`src/rtl/clock_gate_pkg.sv`:
```
// -----------------------------------------------------------------------------
// clock_gate_pkg
// Shared types and default constants for the clock-route gate array.
//   clock_gate_state_t : per-channel gate FSM state {OFF, WAKE, ON, DRAIN}
//   clock_gate_cnt_t   : settle / stagger counter type (CLOCK_GATE_CNT_W bits)
//   CLOCK_GATE_*_DEF   : default values for the top-level parameters
// -----------------------------------------------------------------------------
package clock_gate_pkg;

    localparam int unsigned CLOCK_GATE_CNT_W = 8;

    localparam int unsigned CLOCK_GATE_NUM_CH_DEF         = 4;
    localparam int unsigned CLOCK_GATE_SYNC_STAGES_DEF    = 2;
    localparam int unsigned CLOCK_GATE_SETTLE_CYCLES_DEF  = 4;
    localparam int unsigned CLOCK_GATE_STAGGER_CYCLES_DEF = 8;

    typedef enum logic [1:0] {
        OFF   = 2'd0,
        WAKE  = 2'd1,
        ON    = 2'd2,
        DRAIN = 2'd3
    } clock_gate_state_t;

    typedef logic [CLOCK_GATE_CNT_W-1:0] clock_gate_cnt_t;

endpackage

```
`src/rtl/clock_gate_channel_fsm.sv`:
```
// -----------------------------------------------------------------------------
// clock_gate_channel_fsm
// Enable synchroniser, OFF/WAKE/ON/DRAIN FSM and settle counter for one
// gated channel.
//   clock        in  : root clock
//   async_reset  in  : asynchronous active-high reset
//   async_enable in  : channel request, asynchronous to clock
//   grant        in  : permission to leave OFF (tied high when not staggered)
//   req          out : channel is OFF and its synchronised request is high
//   enable       out : registered gate enable (high in WAKE and ON)
//   ack          out : registered acknowledge (high in ON and DRAIN)
// -----------------------------------------------------------------------------
module clock_gate_channel_fsm
    import clock_gate_pkg::*;
#(
    parameter int unsigned SYNC_STAGES   = CLOCK_GATE_SYNC_STAGES_DEF,
    parameter int unsigned SETTLE_CYCLES = CLOCK_GATE_SETTLE_CYCLES_DEF
) (
    input  logic clock,
    input  logic async_reset,
    input  logic async_enable,
    input  logic grant,
    output logic req,
    output logic enable,
    output logic ack
);

    localparam clock_gate_cnt_t SETTLE_LAST = CLOCK_GATE_CNT_W'(SETTLE_CYCLES - 1);

    // sync_q[0] is the capture flop that first samples the request (edge 0);
    // the SYNC_STAGES flops behind it make en_s rise SYNC_STAGES edges later,
    // so the FSM reacts on edge SYNC_STAGES+1.
    logic [SYNC_STAGES:0] sync_q;
    logic                 en_s;

    clock_gate_state_t state;
    clock_gate_cnt_t   cnt;

    always_ff @(posedge clock or posedge async_reset) begin
        if (async_reset) begin
            sync_q <= '0;
        end else begin
            sync_q <= {sync_q[SYNC_STAGES-1:0], async_enable};
        end
    end

    assign en_s = sync_q[SYNC_STAGES];
    assign req  = (state == OFF) && en_s;

    // WAKE and DRAIN always run to completion; the request is only looked at
    // again once ON or OFF has been reached.
    always_ff @(posedge clock or posedge async_reset) begin
        if (async_reset) begin
            state  <= OFF;
            cnt    <= '0;
            enable <= 1'b0;
            ack    <= 1'b0;
        end else begin
            case (state)
                OFF: begin
                    if (en_s && grant) begin
                        state  <= WAKE;
                        cnt    <= '0;
                        enable <= 1'b1;
                    end
                end
                WAKE: begin
                    if (cnt == SETTLE_LAST) begin
                        state <= ON;
                        cnt   <= '0;
                        ack   <= 1'b1;
                    end else begin
                        cnt <= cnt + clock_gate_cnt_t'(1);
                    end
                end
                ON: begin
                    if (!en_s) begin
                        state  <= DRAIN;
                        cnt    <= '0;
                        enable <= 1'b0;
                    end
                end
                DRAIN: begin
                    if (cnt == SETTLE_LAST) begin
                        state <= OFF;
                        cnt   <= '0;
                        ack   <= 1'b0;
                    end else begin
                        cnt <= cnt + clock_gate_cnt_t'(1);
                    end
                end
                default: begin
                    state  <= OFF;
                    cnt    <= '0;
                    enable <= 1'b0;
                    ack    <= 1'b0;
                end
            endcase
        end
    end

endmodule

```
`src/rtl/clock_route_path_gate.sv`:
```
// -----------------------------------------------------------------------------
// clock_route_path_gate
// Latch-based integrated clock gate for one clock route.
//   clock       in  : root clock
//   enable      in  : gate enable, must be stable around the rising edge
//   test_en     in  : forces the clock through
//   gated_clock out : clock & (latched enable | test_en)
// The enable latch is transparent while clock is low, so a change of enable
// can only take effect at the start of a high phase: no truncated pulses.
// -----------------------------------------------------------------------------
module clock_route_path_gate (
    input  logic clock,
    input  logic enable,
    input  logic test_en,
    output logic gated_clock
);

    logic en_latch;

    always_latch begin
        if (!clock) begin
            en_latch <= enable;
        end
    end

    assign gated_clock = clock & (en_latch | test_en);

endmodule

```
`src/rtl/clock_route_gate_array.sv`:
```
// -----------------------------------------------------------------------------
// clock_route_gate_array
// NUM_CH independent clock gates on one root clock, each with a four-phase
// enable/acknowledge handshake and a programmable settle time.
//   clock               in  : root clock, source of every gated output
//   async_reset         in  : asynchronous active-high reset
//   async_enable        in  : per-channel request [NUM_CH]
//   async_enable_ack    out : per-channel registered acknowledge [NUM_CH]
//   async_test_en       in  : forces every gated clock through (FSMs unaffected)
//   clock_route_path_out out: gated clocks [NUM_CH]
//   control_path_enable out : registered gate enable per channel [NUM_CH]
// Build option: CLOCK_GATE_STAGGER_EN adds a round-robin arbiter that spaces
// channel turn-ons by at least STAGGER_CYCLES edges. Turn-offs are immediate.
// -----------------------------------------------------------------------------
module clock_route_gate_array
    import clock_gate_pkg::*;
#(
    parameter int unsigned NUM_CH         = CLOCK_GATE_NUM_CH_DEF,
    parameter int unsigned SYNC_STAGES    = CLOCK_GATE_SYNC_STAGES_DEF,
    parameter int unsigned SETTLE_CYCLES  = CLOCK_GATE_SETTLE_CYCLES_DEF,
    parameter int unsigned STAGGER_CYCLES = CLOCK_GATE_STAGGER_CYCLES_DEF
) (
    input  logic              clock,
    input  logic              async_reset,
    input  logic [NUM_CH-1:0] async_enable,
    output logic [NUM_CH-1:0] async_enable_ack,
    input  logic              async_test_en,
    output logic [NUM_CH-1:0] clock_route_path_out,
    output logic [NUM_CH-1:0] control_path_enable
);

    logic [NUM_CH-1:0] req;
    logic [NUM_CH-1:0] grant;

`ifdef CLOCK_GATE_STAGGER_EN
    localparam int unsigned IDX_W = (NUM_CH > 1) ? $clog2(NUM_CH) : 1;

    clock_gate_cnt_t    stagger_cnt;
    logic [IDX_W-1:0]   last_grant;
    logic [IDX_W-1:0]   pick_idx;
    logic               pick_valid;
    logic               fire;

    // Round-robin: scan from the channel after the last one granted, wrap.
    always_comb begin
        int unsigned idx;
        pick_idx   = '0;
        pick_valid = 1'b0;
        idx        = 0;
        for (int unsigned k = 1; k <= NUM_CH; k++) begin
            idx = (int unsigned'(last_grant) + k) % NUM_CH;
            if (!pick_valid && req[idx]) begin
                pick_valid = 1'b1;
                pick_idx   = IDX_W'(idx);
            end
        end
    end

    assign fire = pick_valid && (stagger_cnt == '0);

    always_comb begin
        grant = '0;
        for (int unsigned k = 0; k < NUM_CH; k++) begin
            grant[k] = fire && (IDX_W'(k) == pick_idx);
        end
    end

    always_ff @(posedge clock or posedge async_reset) begin
        if (async_reset) begin
            stagger_cnt <= '0;
            last_grant  <= IDX_W'(NUM_CH - 1);
        end else if (fire) begin
            stagger_cnt <= CLOCK_GATE_CNT_W'(STAGGER_CYCLES - 1);
            last_grant  <= pick_idx;
        end else if (stagger_cnt != '0) begin
            stagger_cnt <= stagger_cnt - clock_gate_cnt_t'(1);
        end
    end
`else
    logic unused_stagger;

    assign grant          = '1;
    assign unused_stagger = ^{req, CLOCK_GATE_CNT_W'(STAGGER_CYCLES)};
`endif

    for (genvar i = 0; i < NUM_CH; i++) begin : g_ch
        clock_gate_channel_fsm #(
            .SYNC_STAGES   (SYNC_STAGES),
            .SETTLE_CYCLES (SETTLE_CYCLES)
        ) u_fsm (
            .clock        (clock),
            .async_reset  (async_reset),
            .async_enable (async_enable[i]),
            .grant        (grant[i]),
            .req          (req[i]),
            .enable       (control_path_enable[i]),
            .ack          (async_enable_ack[i])
        );

        clock_route_path_gate u_icg (
            .clock       (clock),
            .enable      (control_path_enable[i]),
            .test_en     (async_test_en),
            .gated_clock (clock_route_path_out[i])
        );
    end

endmodule
```
`config.mk`:
```
export PLATFORM = sky130hd
export DESIGN_NAME = clock_route_gate_array
export DESIGN_NICKNAME = d
export VERILOG_FILES = /design/src/rtl/clock_gate_pkg.sv /design/src/rtl/clock_gate_channel_fsm.sv /design/src/rtl/clock_route_path_gate.sv /design/src/rtl/clock_route_gate_array.sv
export SDC_FILE = /design/constraint.sdc
export NUM_CORES = 1
export LEC_CHECK = 0
export CAP_MARGIN = 20
export CORE_AREA = 2 2 97 108
export CTS_CLUSTER_DIAMETER = 150
export DETAILED_ROUTE_END_ITERATION = 6
export DIE_AREA = 0 0 99 110
export SKIP_LAST_GASP = 1
export SYNTH_ARGS = -nofsm -noshare
export SYNTH_HDL_FRONTEND = slang
export SYNTH_SLANG_ARGS = --single-unit
```
`constraint.sdc`:
```
create_clock -name clock -period 1.9 [get_ports clock]
set_input_delay 0.285 -clock clock [delete_from_list [all_inputs] [get_ports clock]]
set_output_delay 0.285 -clock clock [all_outputs]
set_load 0.005 [all_outputs]
```
==> results.md, run 1 <==
- The run finished, with violations left.
- The final reports fail on setup timing.
- The setup skew after layout is 0.00739 ns.
- The element type at the critical path end is a primary output.
- The count of input and output buffers is 18.
- The worst reg-to-reg setup slack is 0.07 ns.
- Measured against its own limit, the worst slew margin works out to 75.1%.
- In this run, the clock network consumes 28.8% of the power.
- In this run the power density over the cells is 1480 nW/um2.
- The fraction of layout instances using a drive strength above 1 is 18.7%.
- Setup violations remaining at the end of the flow were counted as 4.
- Across all hold checks on the routed design, the worst slack comes to 0.202 ns.
- The fraction of power spent switching nets is 36.0%.
- Across the run, the number of max-cap violations was 0.
- The die outline height is 110 um.
- The HPWL after detailed placement is 3.69 mm.
- The total vias in the final route is 2125.
- The cell total after placement is 426.
- The critical path goes through o21a_1 -> buf_2.
- The worst-skew pair later-pin latency is 0.45 ns.
- Setup repair after global routing could not meet its margin everywhere.
- Entering global routing, the biggest net connects 61 pins.
- The kind of start point of the critical path is a latch.
- TritonCTS built the clock tree.
- In this run the remaining antenna-violating nets after routing total 0.
- The pin slew with the least headroom to its limit is 0.363 ns.
- The initial antenna violation count came to 0.
- Leaving out fill and tap cells, the most frequent cells in the layout are 60 x sky130_fd_sc_hd__dfrtp_1, 28 x sky130_fd_sc_hd__nor2_1, 21 x sky130_fd_sc_hd__nand2_1, 20 x sky130_fd_sc_hd__ha_1, 17 x sky130_fd_sc_hd__o21ai_0.
- The number of hold buffers added after cts is 0.
- Synthesis handed over a netlist of 291 instances.
- The leakage power is 1.68 nW.
- Summed over all instances, the cell type with the most area after synthesis is sky130_fd_sc_hd__dfrtp_1.
- In this run the horizontal extent of the chip is 99 um.
- The first-pass GRT wire length is 9.43 mm.
- When the netlist entered floorplanning its net count stood at 319.
- The final-report hold violation count came to 0.
- The count of standard-cell rows is 38.
- The via count of the first global-routing pass is 2230.
- The endpoint identified for the worst register-to-register timing path is g_ch[2].u_fsm.state[1].
- The maximum vdd drop is 0.865 mV.
- Global routing used 11.2% of the available tracks.
- The total overflow left after global routing is 0.
- Clock-pin slew was measured on the worst setup and hold paths at 0.08 ns.
- The average wire per standard cell is 12.0 um.
- The mean instance size in the synthesized netlist is 10.6 um2.
- The number of DRC violations after detailed routing is 0.
- The arrival time at the worst endpoint is 2.03 ns.
- The via count normalized by instance count is 4.75.
- Compared with the post-synthesis result, the final layout area differs by 18.8%.
- The most common cell after layout, fill and taps aside is sky130_fd_sc_hd__dfrtp_1.
- The number of violations reported at the end of detailed-routing iteration 0 is 91.
- The post-route worst setup slack is -0.413 ns.
- The post-synthesis instance area is 3080 um2.
- The region available for standard cell placement spans 9750 um2.
- For the worst setup path, the data required time is 1.62 ns.
- The final standard cell count with taps included and fillers excluded is 447.
- Registers are responsible for 34.8% of the overall power.
- Among all stages on the critical path, the largest delay is contributed by sky130_fd_sc_hd__dlxtn_1.
- Yosys attributes the largest share of cell area to sky130_fd_sc_hd__dfrtp_1 49%, sky130_fd_sc_hd__ha_1 8.5%, sky130_fd_sc_hd__xor2_1 3.7%.
- The distinct cell type count of the synthesized netlist is 35.
- The number of inserted filler cells in the final layout is 934.
- The die covers 10900 um2.
- For this run, the number of Yosys warnings is 0.
- The post-route setup TNS is -1.56 ns.
- The launch point of the worst path is g_ch[1].u_icg.en_latch.
- The power after layout is 0.00542 W.
- The tightest min-delay check is of the in -> async type.
- The relative contribution of combinational cells to total power is 36.5%.
- The total wirelength of the detailed-routed design is 5.39 mm.
- The reported net switching power is 0.00195 W.
- The number of nets at the end of the flow is 350.
- The biggest cell delay along the critical path is 0.39 ns.
- The number of storage elements in the synthesis netlist is 64.
- The setup path with the least slack is of type latch -> out.
- The worst register-to-register path begins at g_ch[2].u_fsm.cnt[3].
- Measured in cells, the most critical reg-to-reg path has a length of 4.
- Internal power comes to 0.00347 W.
- The proportion of netlist area held by the largest area contributor is 48.7%.
- The boundary pin count is 19.
- The number of max-slew violations in the final report is 0.
- The count of antenna diodes in the layout is 0.
- The largest fanout on the critical path is 1.
- The number of iterations in the first detailed-routing pass is 4.
- For this configuration, the core starts out at a cell density of 31.6%.
- The congestion estimate from routability-driven global placement came to 0.764.
==> routing by layer <==
layer	global-route usage [%]	vias to the layer above	wire length, um
met5	0	-	0
met4	7.24	0	127
met3	6.18	13	340
met2	16.6	44	2390
met1	12.5	1008	2530
li1	-	1060	-
==> power groups by stage <==
stage	clock network, W	registers, W	logic, W
finish	0.00156	0.00189	0.00198
global route	0.00170	0.00194	0.00223
CTS	0.00164	0.00189	0.00199
detailed placement	0.000242	0.00191	0.00198
floorplan	0.000203	0.00185	0.00148
global placement	0.000242	0.00190	0.00192
==> cell usage after synthesis, drive strengths merged <==
master,number
o21ai,17
a211o,1
or2,4
mux2,7
o32a,1
buf,15
xnor2,5
mux2i,7
a21oi,16
or3,2
and4,1
o31ai,1
o22ai,1
or4b,1
dlxtn,4
nand2b,1
and3,8
ha,21
nand2,21
nand3,5
nor2,29
xor2,13
nand4,11
nor4,6
or4,1
o31a,1
a21o,3
dfrtp,60
o21a,7
nor3,7
inv,14
==> sequential cells by signal, summed over array words and instances, names as in the netlist <==
register             count
g_ch.u_icg.en_latch      4
g_ch.u_fsm.cnt          32
g_ch.u_fsm.ack           4
g_ch.u_fsm.enable        4
g_ch.u_fsm.state         8
g_ch.u_fsm.sync_q       12
==> stage by stage <==
stage,utilization [%],setup WS [ns],instance area (um2)
finish,37.6,-0.413,3660
global placement,35.0,-0.284,3410
detailed placement,35.0,-0.289,3410
floorplan,-,-0.0643,3080
global route,37.6,-0.479,3660
CTS,37.4,-0.459,3640
==> worst max path at each step <==
stage | to | slack [ns] | cells past startpoint
floorplan | g_ch[0].u_fsm.state[1] | -0.06 | 6
global placement | clock_route_path_out[0] | -0.28 | 2
detailed placement | clock_route_path_out[0] | -0.29 | 2
CTS | clock_route_path_out[3] | -0.46 | 2
global route | clock_route_path_out[1] | -0.48 | 2
finish | clock_route_path_out[1] | -0.41 | 2
==> layout make-up <==
class	count	area, um2	share of cell area [%]
tap	120	150	4.10
inverter	14	52.6	1.43
timing repair buffer	27	250	6.83
clock inverter	6	48.8	1.33
clock buffer	18	224	6.11
sequential	64	1570	42.7
multi-input combinational	198	1370	37.5
==> kinds of logic after synthesis <==
family | after synthesis | synth area share (%)
simple gates | 97 | 16.3
mux | 14 | 4.83
latches | 4 | 1.95
compound gates | 48 | 9.45
fa+ha+maj | 21 | 8.52
buf+inv | 29 | 5.19
xor+xnor | 18 | 5.11
flops | 60 | 48.7
==> what timing repair did <==
action | in CTS | in global routing
buffers inserted | 0 | 1
pin swaps | 0 | 2
setup endpoints to repair | 4 | 7
gates resized for setup | 16 | 6
==> critical path, delay by kind of cell (launching register included) <==
family / cells / cell delay (ns)
buf+inv: 1 / 0.12
latches: 1 / 0.39
compound gates: 1 / 0.12
No activity file was read; power rests on OpenSTA's default activity.
==> run 2: changes to the inputs <==
--- a/config.mk
+++ b/config.mk
@@ -6,11 +6,12 @@
 export NUM_CORES = 1
 export LEC_CHECK = 0
 export CAP_MARGIN = 20
-export CORE_AREA = 2 2 97 108
-export CTS_CLUSTER_DIAMETER = 150
+export CORE_AREA = 2 2 99 111
 export DETAILED_ROUTE_END_ITERATION = 6
-export DIE_AREA = 0 0 99 110
+export DIE_AREA = 0 0 101 113
+export HOLD_SLACK_MARGIN = 0.03
 export SKIP_LAST_GASP = 1
 export SYNTH_ARGS = -nofsm -noshare
 export SYNTH_HDL_FRONTEND = slang
+export SYNTH_HIERARCHICAL = 1
 export SYNTH_SLANG_ARGS = --single-unit
==> run 2 against run 1 <==
  * The run still ends with setup timing left
  * Clock-buffer cell count fell by 1
  * Sequential power barely moved
  * Worst hold slack better by 0.070 ns
  * Critical path depth unchanged
  * Die area grew 4.8%
==> results.md, run 2 <==
- The final-report hold violation count came to 0.
- On the critical path, the stage with the largest delay is an instance of sky130_fd_sc_hd__dlxtn_1.
- The region available for standard cell placement spans 10200 um2.
- The final standard cell count with taps included and fillers excluded is 487.
- For this design the ratio of total power to cell area is 1550 nW/um2.
- After synthesis the cells add up to 3200 um2.
- For this design the top-level I/O count stands at 19.
- After layout, the worst setup slack is -0.390 ns.
- Clock-pin slew was measured on the worst setup and hold paths at 0.06 ns.
- The area growth from synthesis to layout is 29.3%.
- The largest fanout on the critical path is 1.
- The initial antenna violation count was 0.
- The number of hold buffers added after cts is 0.
- Summing all placed instances gives a cell area of 3640 um2.
- The first global-routing pass estimated 10.5 mm of wire.
- In this run the static leakage power is 1.91 nW.
- Setup repair after global routing could not meet its margin everywhere.
- The area of the die is 11400 um2.
- TritonCTS built the clock tree.
- The required time reported for the critical path endpoint is 1.62 ns.
- The setup slack at placement is -0.287 ns.
- STA puts the critical path data arrival time at 2.01 ns.
- The worst setup path is of the latch -> out kind.
- The worst setup path is launched from a latch.
- IR analysis of the VDD net gives a maximum drop of 0.728 mV.
- The worst-skew pair later-pin latency is 0.44 ns.
- The maximum number of pins on one net before global-route repair is 16.
- After detailed routing, the number of remaining DRC violations is 0.
- Traced cell by cell, the critical path runs through o21a_1 -> buf_2.
- For the final database, setup skew stands at 0.00670 ns.
- The path type of the worst min-delay path is in -> reg.
- The via count normalized by instance count is 4.72.
- The element type at the critical path end is a primary output.
- A synthesized cell averages 10.8 um2.
- For this run, the post-layout net count is 394.
- At the pin with the least slew margin, the transition time is 0.602 ns.
- Summed over all layers, the global routing overflow is 0.
- The number of inserted filler cells in the final layout is 1018.
- The cell total after placement is 455.
- Leaving out fill and tap cells, the most frequent cells in the layout are 60 x sky130_fd_sc_hd__dfrtp_1, 29 x sky130_fd_sc_hd__buf_4, 28 x sky130_fd_sc_hd__nand2_1, 27 x sky130_fd_sc_hd__a21oi_1, 26 x sky130_fd_sc_hd__ha_1.
- The number of max-slew violations in the final report was 0.
- Headroom to the max-slew limit came out at 59.8%.
- The die width is 101 um.
- The via count of the first global-routing pass came to 2411.
- The largest registers in the layout are g_ch.u_fsm/cnt x32, g_ch.u_fsm/sync_q x12, g_ch.u_fsm/state x8.
- The number of iterations in the first detailed-routing pass is 4.
- The top register by number of flip-flops is g_ch.u_fsm/cnt.
- The repair_antennas step left the layout with diodes totalling 0.
- Broken down by cell family, the worst path's largest delay share belongs to latches.
- The register with the most flip-flops in the layout has 32 of them.
- The global routing usage summed across all routing layers is 11.9%.
- Max-cap violations in this run came to 0.
- The synthesized netlist cell count is 297.
- The initial core utilization is 31.2%.
- Of the cells placed in the final design, the portion with a size suffix greater than 1 is 25.8%.
- Yosys printed 6 warnings.
- The remaining antenna violation count after routing is 0.
- The floorplan has 39 rows.
- The die outline height is 113 um.
- At the end of the flow the core is filled with cells to 40.4%.
- The average wire per standard cell is 12.5 um.
- Buffers placed on the I/O ports in this run total 18.
- The run finished, with violations left.
- The biggest cell delay along the critical path is 0.39 ns.
- The weighted congestion reported at the end of routability-driven placement is 0.786.
- The total wirelength of the detailed-routed design is 6.09 mm.
- The final reports fail on setup timing.
- The most common cell after layout, fill and taps aside is sky130_fd_sc_hd__dfrtp_1.
- The total vias in the final route is 2298.
- The number of buffers and inverters on the critical path is 1.
- The post-route cell area is 4140 um2.
- In this run, the number of DRC markers left after iteration 0 of detailed routing was 52.
- Setup violations remaining at the end of the flow were counted as 5.
- The half-perimeter wire length after placement is 4.21 mm.
-- run 2: worst paths after layout --
kind / slack [ns] / startpoint / to / depth (start not counted)
max in group asynchronous: 1.20 / async_reset / g_ch[1].u_fsm/cnt[5] / 2
max: -0.39 / g_ch[1].u_icg/en_latch / clock_route_path_out[1] / 2
max reg2reg: -0.03 / g_ch[2].u_fsm/cnt[1] / g_ch[2].u_fsm/state[1] / 5
min reg2reg: 0.34 / g_ch[0].u_fsm/sync_q[0] / g_ch[0].u_fsm/sync_q[1] / 0
min: 0.27 / async_enable[1] / g_ch[1].u_fsm/sync_q[0] / 1
min in group asynchronous: 0.30 / async_reset / g_ch[2].u_fsm/cnt[0] / 2
-- run 2: cell type report --
| type | instances | area, um2 | area share (%) |
|---|---|---|---|
| multi-input cells | 220 | 1610 | 38.8 |
| flip-flops and latches | 64 | 1560 | 37.8 |
| repair buffers | 44 | 369 | 8.92 |
| clock buffers | 17 | 345 | 8.34 |
| well taps | 123 | 154 | 3.72 |
| clock inverters | 7 | 55.1 | 1.33 |
| inverters | 12 | 45.0 | 1.09 |
-- run 2: routing by layer --
metal / part of all wire, % / up-vias / wire, um / track usage (%)
li1: - / 1156 / - / -
met1: 45 / 1102 / 2730 / 13.8
met2: 49 / 33 / 2980 / 18.0
met3: 5.1 / 7 / 310 / 6.67
met4: 1.2 / 0 / 72 / 4.95
met5: 0 / - / 0 / 0
-- run 2: what timing repair did --
| item | CTS | global route |
|---|---|---|
| resized for setup | 16 | 15 |
| setup endpoints to repair | 9 | 23 |
| hold endpoints to repair | 0 | 0 |
| pin swaps | 3 | 4 |
| buffers inserted | 1 | 11 |
-- run 2: report_power, final --
part | switching (W) | leakage (nW) | internal (W) | total (W)
Clock | 0.000775 | 0.208 | 0.00134 | 0.00212
Combinational | 0.00113 | 0.905 | 0.00126 | 0.00240
Sequential | 0.000218 | 0.795 | 0.00168 | 0.00189
-- run 2: through the flow --
step                hold slack, ns  total power [W]  TNS (ns)
floorplan                    0.186          0.00352         0
CTS                          0.265          0.00629     -1.62
global placement             0.332          0.00424     -1.14
global route                 0.263          0.00688     -2.00
detailed placement           0.335          0.00433     -1.17
finish                       0.273          0.00641     -1.58
==> run 3: changes to the inputs <==
--- a/config.mk
+++ b/config.mk
@@ -6,10 +6,12 @@
 export NUM_CORES = 1
 export LEC_CHECK = 0
 export CAP_MARGIN = 20
-export CORE_AREA = 2 2 99 111
+export CORE_AREA = 4 4 101 113
 export DETAILED_ROUTE_END_ITERATION = 6
-export DIE_AREA = 0 0 101 113
+export DIE_AREA = 0 0 105 117
+export GPL_TIMING_DRIVEN = 0
 export HOLD_SLACK_MARGIN = 0.03
+export MAX_ROUTING_LAYER = met4
 export SKIP_LAST_GASP = 1
 export SYNTH_ARGS = -nofsm -noshare
 export SYNTH_HDL_FRONTEND = slang
==> run 3 against run 2 <==
  * The run still ends with setup timing left
  * Largest power group unchanged
  * Global-route usage fell by 0.78 points
  * Clock power is 4% higher
  * Cell area rose by 1.5%
  * Total power grew 4.6%
  * Highest routed layer unchanged
==> results.md, run 3 (same netlist as run 2, synthesis figures left out) <==
- The number of violations reported at the end of detailed-routing iteration 0 is 55.
- Clock-pin slew was measured on the worst setup and hold paths at 0.05 ns.
- Setup slack on the critical path of the routed design comes to -0.384 ns.
- Among all stages on the critical path, the largest delay is contributed by sky130_fd_sc_hd__dlxtn_1.
- Along the worst path, the maximum fanout reaches 1.
- The final-report hold violation count came to 0.
- Across the VDD grid, the largest voltage drop is 0.809 mV.
- The global-route track usage on met2 is 18.1%.
- Relative to the synthesized area, the layout overhead comes to 31.2%.
- The power per cell area is 1600 nW/um2.
- The fraction of layout instances using a drive strength above 1 is 26.6%.
- The number of iterations in the first detailed-routing pass is 4.
- The element type at the critical path end is a primary output.
- The total wirelength of the detailed-routed design is 6.09 mm.
- The startpoint identified for the worst register-to-register timing path is g_ch[3].u_fsm/cnt[1].
- The die outline height is 117 um.
- The initial antenna violation count was 0.
- The count of input and output buffers is 18.
- The met1 usage in global routing is 11.6%.
- The register with the most flip-flops in the layout has 32 of them.
- Setup repair after global routing could not meet its margin everywhere.
- The beginning of the worst hold path is async_enable[3].
- The area taken by flip-flops and latches is 1560 um2.
- By startpoint and endpoint, the worst setup path is classified as latch -> out.
- The die covers 12300 um2.
- The total congestion overflow is 0.
- At the worst endpoint, the arrival time is 2.00 ns.
- The number of DRC violations after detailed routing is 0.
- The routed layout has 2349 vias.
- The headroom to the max-slew limit is 59.8%.
- The first global-routing pass estimated 10.5 mm of wire.
- The footprint of the multi-input gates is 1620 um2.
- The layer flagged by global routing as most heavily used is met2.
- Entering global routing, the biggest net connects 16 pins.
- The path type of the worst min-delay path is in -> reg.
- At the worst endpoint, the required time is 1.62 ns.
- Dividing the detail-routed via count by the number of cells gives 4.81.
- The average wire per standard cell is 12.5 um.
- The launch point of the worst path is g_ch[3].u_icg/en_latch.
- The repair_antennas step left the layout with diodes totalling 0.
- Measured in cells, the most critical reg-to-reg path has a length of 6.
- For the worst-skew pair, the clock arrives at the later sink with an insertion delay of 0.43 ns.
- The number of max-slew violations in the final report was 0.
- In the layout the commonest cells are 60 x sky130_fd_sc_hd__dfrtp_1, 27 x sky130_fd_sc_hd__nand2_1, 25 x sky130_fd_sc_hd__a21oi_1, 24 x sky130_fd_sc_hd__ha_1, 23 x sky130_fd_sc_hd__buf_4.
- The max-cap violation count is 0.
- The setup skew after layout is 0.00642 ns.
- The remaining antenna violation count after routing is 0.
- The number of nets at the end of the flow is 395.
- Once the floorplan was initialized, standard cells occupied 31.2% of the core.
- The placeable core area is 10200 um2.
- Setup violations remaining at the end of the flow were counted as 5.
- The largest registers in the layout are g_ch.u_fsm/cnt x32, g_ch.u_fsm/sync_q x12, g_ch.u_fsm/state x8.
- The floorplan has 39 rows.
- The clock tree from TritonCTS is yes.
- g_ch.u_fsm/cnt holds more flip-flops than any other register.
- Following the worst setup path forward leads to its endpoint at clock_route_path_out[3].
- The half-perimeter wire length after placement is 3.94 mm.
- The checks that failed: setup timing.
- The flow ran to the end, but the final reports show violations.
- The number of buffers and inverters on the critical path is 1.
- The worst setup path is launched from a latch.
- Routability-driven placement finished with a final weighted congestion of 0.736.
- Across all hold checks on the routed design, the worst slack comes to 0.290 ns.
- Traced cell by cell, the critical path runs through o21a_1 -> buf_2.
- The via count of the first global-routing pass is 2356.
- The worst reg-to-reg setup slack is -0.05 ns.
- The leakage power is 1.92 nW.
- Leaving out fill and tap cells, the most frequent cell in the layout is sky130_fd_sc_hd__dfrtp_1.
- The dominant delay contributor by cell family on the critical path is latches.
- Global routing used 11.1% of the available tracks across all layers.
- Measured on the finished design, the core utilization comes to 41.0%.
- For met3 alone, demand over resource in global routing was 4.99%.
- The layout has 987 filler cells.
- For the pin with the worst max-slew slack, the measured transition is 0.602 ns.
- The biggest cell delay along the critical path is 0.39 ns.
- The endpoint identified for the worst register-to-register timing path is g_ch[3].u_fsm/state[1].
- Setup total negative slack on the finished layout was measured at -1.58 ns.
- The die is 105 um wide.
- The critical path crosses 2 cells after its start point.
- During I/O placement, the number of pins put on the boundary was 19.
==> run 3: cell count changes in the layout (fill, tap and decap cells not counted), moves of 2 or more <==
cell	before	now
sky130_fd_sc_hd__buf_6	1	8
sky130_fd_sc_hd__buf_4	29	23
sky130_fd_sc_hd__a21oi_1	27	25
sky130_fd_sc_hd__a21oi_2	1	3
sky130_fd_sc_hd__clkinv_4	2	0
sky130_fd_sc_hd__ha_1	26	24
sky130_fd_sc_hd__ha_2	2	4
sky130_fd_sc_hd__inv_1	12	10
sky130_fd_sc_hd__inv_2	0	2
sky130_fd_sc_hd__inv_6	2	0
sky130_fd_sc_hd__o21a_1	6	8
sky130_fd_sc_hd__o21a_2	2	0
==> run 3: metrics by stage <==
step	total power (W)	instance area, um2	setup slack [ns]	instances
2_1_floorplan	0.00352	3210	0.00328	300
4_1_cts	0.00655	4080	-0.406	480
5_1_grt	0.00722	4200	-0.451	488
6_report	0.00670	4200	-0.384	488
3_3_place_gp	0.00415	3550	-0.293	441
3_5_place_dp	0.00420	3550	-0.294	441
==> run 3: routing by layer <==
metal	vias up	part of all wire [%]
li1	1162	-
met1	1148	43
met2	32	51
met3	7	5.3
met4	0	1.0
met5	-	0
==> run 3: where the power goes <==
group          switching, W  leakage [nW]  internal [W]
registers          0.000215         0.795       0.00167
logic               0.00118         0.905       0.00142
clock network      0.000718         0.218       0.00149
==> run 3: worst min-delay path by stage <==
stage                               to  slack [ns]  cells past startpoint
2_1_floorplan        g_ch[0].u_fsm/ack        0.19                      1
3_3_place_gp   g_ch[2].u_fsm/sync_q[2]        0.33                      0
3_5_place_dp   g_ch[2].u_fsm/sync_q[2]        0.34                      0
4_1_cts        g_ch[3].u_fsm/sync_q[0]        0.28                      1
5_1_grt        g_ch[0].u_fsm/sync_q[0]        0.28                      1
6_report       g_ch[3].u_fsm/sync_q[0]        0.29                      1
==> run 3: worst reg2reg max path: stages, from the launching register on <==
cell                      delay (ns)
sky130_fd_sc_hd__dfrtp_1        0.38
sky130_fd_sc_hd__ha_2           0.20
sky130_fd_sc_hd__or4b_4         0.47
sky130_fd_sc_hd__nor4_4         0.20
sky130_fd_sc_hd__o21a_1         0.17
sky130_fd_sc_hd__buf_6          0.12
sky130_fd_sc_hd__mux2_4         0.29
==> run 3: layout make-up <==
| cell class | count | share of cell area (%) |
|---|---|---|
| clock inverters | 6 | 1.40 |
| flip-flops and latches | 64 | 37.2 |
| inverters | 12 | 1.07 |
| clock buffers | 18 | 8.55 |
| well taps | 123 | 3.66 |
| multi-input cells | 220 | 38.5 |
| repair buffers | 41 | 8.52 |
| plain buffers | 4 | 1.07 |
==> run 3: timing repair <==
item                       4_1_cts  5_1_grt
buffers inserted                19        8
resized for setup               20       19
hold buffers                     0        0
pin swaps                       10       10
setup endpoints to repair       12       41
